## src/rtl/ifetch_queue.sv

```systemverilog
// In-order instruction fetch queue between the PC register and decode.
// Issues one fetch per cycle, tracks in-flight requests, and drops stale responses after a redirect.
module ifetch_queue #(
  parameter int DEPTH = 4
) (
  input  logic        Clk,
  input  logic        Reset,
  input  logic [31:2] PC,
  output logic        ImReq,
  output logic [31:2] ImAddr,
  input  logic        ImGnt,
  input  logic        ImRvalid,
  input  logic [31:0] ImRdata,
  input  logic        Flush,
  output logic        Stall,
  output logic        InstrValid,
  output logic [31:0] Instr,
  output logic [31:2] InstrPC,
  input  logic        InstrReady
);

  localparam int PTR_W = (DEPTH > 1) ? $clog2(DEPTH) : 1;
  localparam int CNT_W = PTR_W + 1;
  localparam logic [CNT_W-1:0] DEPTH_C = CNT_W'(DEPTH);
  localparam logic [PTR_W-1:0] PTR_ONE = PTR_W'(1);
  localparam logic [CNT_W-1:0] CNT_ONE = CNT_W'(1);
  localparam logic [CNT_W-1:0] CNT_ZERO = CNT_W'(0);

  logic [29:0]      pc_mem   [DEPTH];
  logic [31:0]      data_mem [DEPTH];
  logic [DEPTH-1:0] filled;
  logic [PTR_W-1:0] alloc;
  logic [PTR_W-1:0] fill;
  logic [PTR_W-1:0] head;
  logic [CNT_W-1:0] used;
  logic [CNT_W-1:0] drop;
  // pend counts allocated entries still waiting for their response
  logic [CNT_W-1:0] pend;

  logic [CNT_W:0]   credit_sum;
  logic             req;
  logic             accept;
  logic             pop;
  logic             rsp_drop;
  logic             rsp_fill;
  logic             rsp_any;

  // Request credit, handshake qualification and response classification.
  always_comb begin
    credit_sum = {1'b0, used} + {1'b0, drop};
    req        = 1'b0;
    accept     = 1'b0;
    pop        = 1'b0;
    rsp_drop   = 1'b0;
    rsp_fill   = 1'b0;
    if (!Flush && (used < DEPTH_C) && (credit_sum < {1'b0, DEPTH_C})) begin
      req = 1'b1;
    end else begin
      req = 1'b0;
    end
    accept = req & ImGnt;
    pop    = filled[head] & InstrReady & ~Flush;
    if (ImRvalid && (drop != CNT_ZERO)) begin
      rsp_drop = 1'b1;
    end else if (ImRvalid && (pend != CNT_ZERO)) begin
      rsp_fill = 1'b1;
    end else begin
      rsp_drop = 1'b0;
      rsp_fill = 1'b0;
    end
    rsp_any = rsp_drop | rsp_fill;
  end

  assign ImReq      = req;
  assign ImAddr     = PC;
  assign Stall      = ~accept;
  assign InstrValid = filled[head];
  assign Instr      = data_mem[head];
  assign InstrPC    = pc_mem[head];

  // Queue storage, pointers and occupancy/drop bookkeeping.
  always_ff @(posedge Clk or posedge Reset) begin
    if (Reset) begin
      for (int i = 0; i < DEPTH; i++) begin
        pc_mem[i]   <= 30'h0;
        data_mem[i] <= 32'h0;
      end
      filled <= '0;
      alloc  <= '0;
      fill   <= '0;
      head   <= '0;
      used   <= '0;
      drop   <= '0;
      pend   <= '0;
    end else if (Flush) begin
      // a response arriving with the flush belongs to the old stream and is consumed here
      drop   <= drop + pend - CNT_W'(rsp_any);
      filled <= '0;
      alloc  <= '0;
      fill   <= '0;
      head   <= '0;
      used   <= '0;
      pend   <= '0;
    end else begin
      if (accept) begin
        pc_mem[alloc] <= PC;
        filled[alloc] <= 1'b0;
        alloc         <= alloc + PTR_ONE;
      end
      if (rsp_fill) begin
        data_mem[fill] <= ImRdata;
        filled[fill]   <= 1'b1;
        fill           <= fill + PTR_ONE;
      end
      if (pop) begin
        filled[head] <= 1'b0;
        head         <= head + PTR_ONE;
      end
      if (rsp_drop) begin
        drop <= drop - CNT_ONE;
      end
      case ({accept, pop})
        2'b10:   used <= used + CNT_ONE;
        2'b01:   used <= used - CNT_ONE;
        default: used <= used;
      endcase
      case ({accept, rsp_fill})
        2'b10:   pend <= pend + CNT_ONE;
        2'b01:   pend <= pend - CNT_ONE;
        default: pend <= pend;
      endcase
    end
  end

endmodule

```

## config.mk

```make
export PLATFORM = sky130hd
export DESIGN_NAME = ifetch_queue
export DESIGN_NICKNAME = d
export VERILOG_FILES = /design/src/rtl/ifetch_queue.sv
export SDC_FILE = /design/constraint.sdc
export NUM_CORES = 1
export LEC_CHECK = 0
export CAP_MARGIN = 20
export CORE_MARGIN = 2
export CORE_UTILIZATION = 45
export CTS_CLUSTER_SIZE = 10
export DETAILED_ROUTE_END_ITERATION = 8
export PLACE_DENSITY_LB_ADDON = 0.08
export SYNTH_ARGS = -nofsm -noshare
export SYNTH_HDL_FRONTEND = slang
export SYNTH_SLANG_ARGS = --single-unit
```

## constraint.sdc

```tcl
create_clock -name Clk -period 25.5 [get_ports Clk]
set_input_delay 5.1 -clock Clk [delete_from_list [all_inputs] [get_ports Clk]]
set_output_delay 5.1 -clock Clk [all_outputs]
set_load 0.05 [all_outputs]
```

==> flow_summary.toml <==
[setup_path]
path_max_fanout = 32
cp.buffers_inverters = 4
cpLargestDelayFamily = "buffers and inverters"
worst_path_cell_chain = "clkdlybuf4s50_1 > buf_4 > nor3_1 > and4_1 > inv_2 > clkdlybuf4s50_1"
cpMostUsedCell = "sky130_fd_sc_hd__clkdlybuf4s50_1"
critPathKind = "in -> out"
cell_with_the_largest_stage_delay_on_the_worst_path = "sky130_fd_sc_hd__clkdlybuf4s50_1"
critPathRequiredTime_ns = 20.40
worst-endpoint-arrival_ns = 7.59
critical_path.endpoint_type = "primary output"
crit_path_max_incr_delay_ns = 0.78
startpoint_type = "input pin"

[timing]
setup-violations-final = 0
tns_ns = 0
max_freq_ghz = 0.0788
finalClockSkew_ns = 0.0124
rsz0062_at_grt = "false"
timing.final.crit_share = 0.498
final.min_clock_period_ns = 12.69
max_slew.worst_pin.slew_ns = 1.00
hold_slack_ns = 0.500
max-slew-margin-rel = 0.333
number_of_max_slew_violations_in_the_final_report = 0
hold_violations = 0

[layout]
post-route-cell-area_mm2 = 0.0152
num_antenna_cells = 0
layout.cells.most_common = "sky130_fd_sc_hd__dfrtp_1"
post_route_cells_drive_above_1_share = 0.399
layout_common_cells = "sky130_fd_sc_hd__dfrtp_1 (265), sky130_fd_sc_hd__mux2_2 (227), sky130_fd_sc_hd__clkdlybuf4s50_1 (162)"
fin_nets = 1012
fillCellCount = 2170
area_growth_syn_to_fin_pct = 21.1

[route]
top_layer = "met4"
via_count = 7039
remaining_drc_errors = 0
route.layer.met1.wl_mm = 11.6
routed-wl-met3_mm = 1.22
first_pass_iteration_count_of_the_detailed_router = 4
drtIter0Drc = 332
route.antenna.remaining_nets = 0
finalWirelength_mm = 26.9
met2RoutedLength_mm = 13.7
via_per_inst = 5.35
routed_wire_length_per_instance_um = 20.4

[floorplan]
floorplan.die_area_mm2 = 0.0292
starting_utilization_of_the_core_area = 0.454
chipWidth_um = 171
core_footprint_mm2 = 0.0276
placement_rows = 61
pin_count = 163
die_y_extent_um = 171

[power]
ir_worst_vdd_v = 0.0000555
leak_pwr_nw = 6.86
p_per_area_mw_per_mm2 = 89.5

[min_path]
hold_path_class = "reg -> reg"

[status]
outcome = "finished clean"

[clock_tree]
cts_post_setup_buffers_inserted = 0
cts_made_buffers = 34
clkLatencyLatePin_ns = 0.49
tritoncts = "yes"
cts.htree.levels = 2
cts.reportedPaths.clkPinSlew_ns = 0.05
clk_path_buf_depth = 3
cts.sink_count = 267
postCtsResizedCells = 0
buffer_type_at_the_clock_tree_root = "sky130_fd_sc_hd__clkbuf_16"
holdBufCountCts = 0

[synthesis]
synth_top_area_share = 0.534
synthesis.instances = 792
syn-cell-area_mm2 = 0.0125
synth_seq_cells = 267
yosysUniqueCellTypes = 40
synth_top_area_cell = "sky130_fd_sc_hd__dfrtp_1"
postSynthAreaPerCell_um2 = 15.8
yosys_warnings = 0
proportion_of_synthesized_chip_area_in_sequential_cells = 0.534
synth_fp_nets = 882
yosys-top-cells-area = "sky130_fd_sc_hd__dfrtp_1 (53%), sky130_fd_sc_hd__mux2_2 (20%), sky130_fd_sc_hd__mux4_2 (11%), sky130_fd_sc_hd__mux2_4 (2.8%), sky130_fd_sc_hd__ha_1 (1.9%)"

[run]
maxCapViolations = 0

[place]
gpl.final_weighted_congestion = 0.741
numPortBuffers = 162
place_area_mm2 = 0.0141
dp_hpwl_mm = 16.4

[grt]
grt_start_max_net_pins = 106
antenna_found_initial = 0
gr-total-overflow = 0
first_global_vias = 8131
wire_length_of_the_first_global_routing_pass_mm = 43.1
grt.total_usage = 0.189
registers in the layout, summed over array words and instances, names as in the netlist, 3 cells and up:
signal	count
filled	4
pend	3
drop	3
pc_mem	120
used	3
data_mem	128
power by group:
group / internal [mW] / total (mW) / switching [mW]
sequential: 0.488 / 0.524 / 0.0355
clock: 0.258 / 0.427 / 0.169
combinational: 0.176 / 0.405 / 0.229
total: 0.923 / 1.36 / 0.433
per-layer routing:
layer	global-route usage	vias up
li1	-	3102
met1	0.238	3766
met2	0.336	141
met3	0.0398	30
met4	0.0431	0
met5	0	-
cell usage after synthesis (all sizes together):
library cell  count
nand2b            5
nor2             14
a211oi            1
fa                3
dfrtp           267
nand2            20
nand4b            1
nor3              3
and3              2
buf              69
mux2            252
nand4             1
nand3             2
nor2b             2
nor3b             1
and4              1
a21oi             7
ha               19
mux2i             3
xnor2             7
o21ai             6
inv              20
a21boi            1
o211ai            1
o311ai            1
clkbuf            9
a221oi            4
mux4             63
nand3b            1
and2              6
stage by stage:
step | util | worst slack (ns) | cells | power, mW
after floorplan | - | 13.05 | 792 | 0.811
after global placement | 0.513 | 12.86 | 1262 | 0.920
after CTS | 0.548 | 12.80 | 1313 | 1.37
after global routing | 0.550 | 12.69 | 1315 | 1.42
final | 0.550 | 12.81 | 1315 | 1.36
after detailed placement | 0.513 | 12.81 | 1262 | 0.938
worst reg2reg max path, stage by stage (launching register included):
cell                       delay, ns
sky130_fd_sc_hd__dfrtp_4        0.73
sky130_fd_sc_hd__buf_4          0.87
sky130_fd_sc_hd__mux4_2         0.68
sky130_fd_sc_hd__nand2_1        0.19
sky130_fd_sc_hd__nor3_1         0.09
sky130_fd_sc_hd__fa_1           0.43
sky130_fd_sc_hd__nor2_1         0.17
sky130_fd_sc_hd__nand4b_1       0.12
sky130_fd_sc_hd__nand4_1        0.11
final cells by class:
class / count / area [um^2] / share of cell area
repair buffers: 172 / 1740 / 0.115
clock buffers: 49 / 958 / 0.0632
well taps: 378 / 473 / 0.0312
inverters: 20 / 82.6 / 0.00545
clock inverters: 2 / 17.5 / 0.00116
multi-input cells: 427 / 5200 / 0.343
flip-flops and latches: 267 / 6690 / 0.441
cell families after synthesis:
logic type      synth area share
xor+xnor                 0.00640
buf+inv                   0.0509
simple gates              0.0238
mux                        0.349
flops                      0.534
compound gates            0.0119
fa+ha+maj                 0.0238
final timing paths:
kind / slack [ns] / depth (start not counted) / from / end
max: 12.81 / 6 / Flush / Stall
min reg2reg: 0.50 / 1 / pc_mem[113]$_DFFE_PP0P_ / pc_mem[113]$_DFFE_PP0P_
max in group asynchronous: 18.88 / 3 / Reset / data_mem[67]$_DFFE_PP0P_
min: 0.50 / 1 / pc_mem[113]$_DFFE_PP0P_ / pc_mem[113]$_DFFE_PP0P_
min in group asynchronous: 5.16 / 2 / Reset / pc_mem[44]$_DFFE_PP0P_
max reg2reg: 22.04 / 8 / head[0]$_DFFE_PP0P_ / used[2]$_DFFE_PP0P_
No activity file was read; power rests on OpenSTA's default activity.
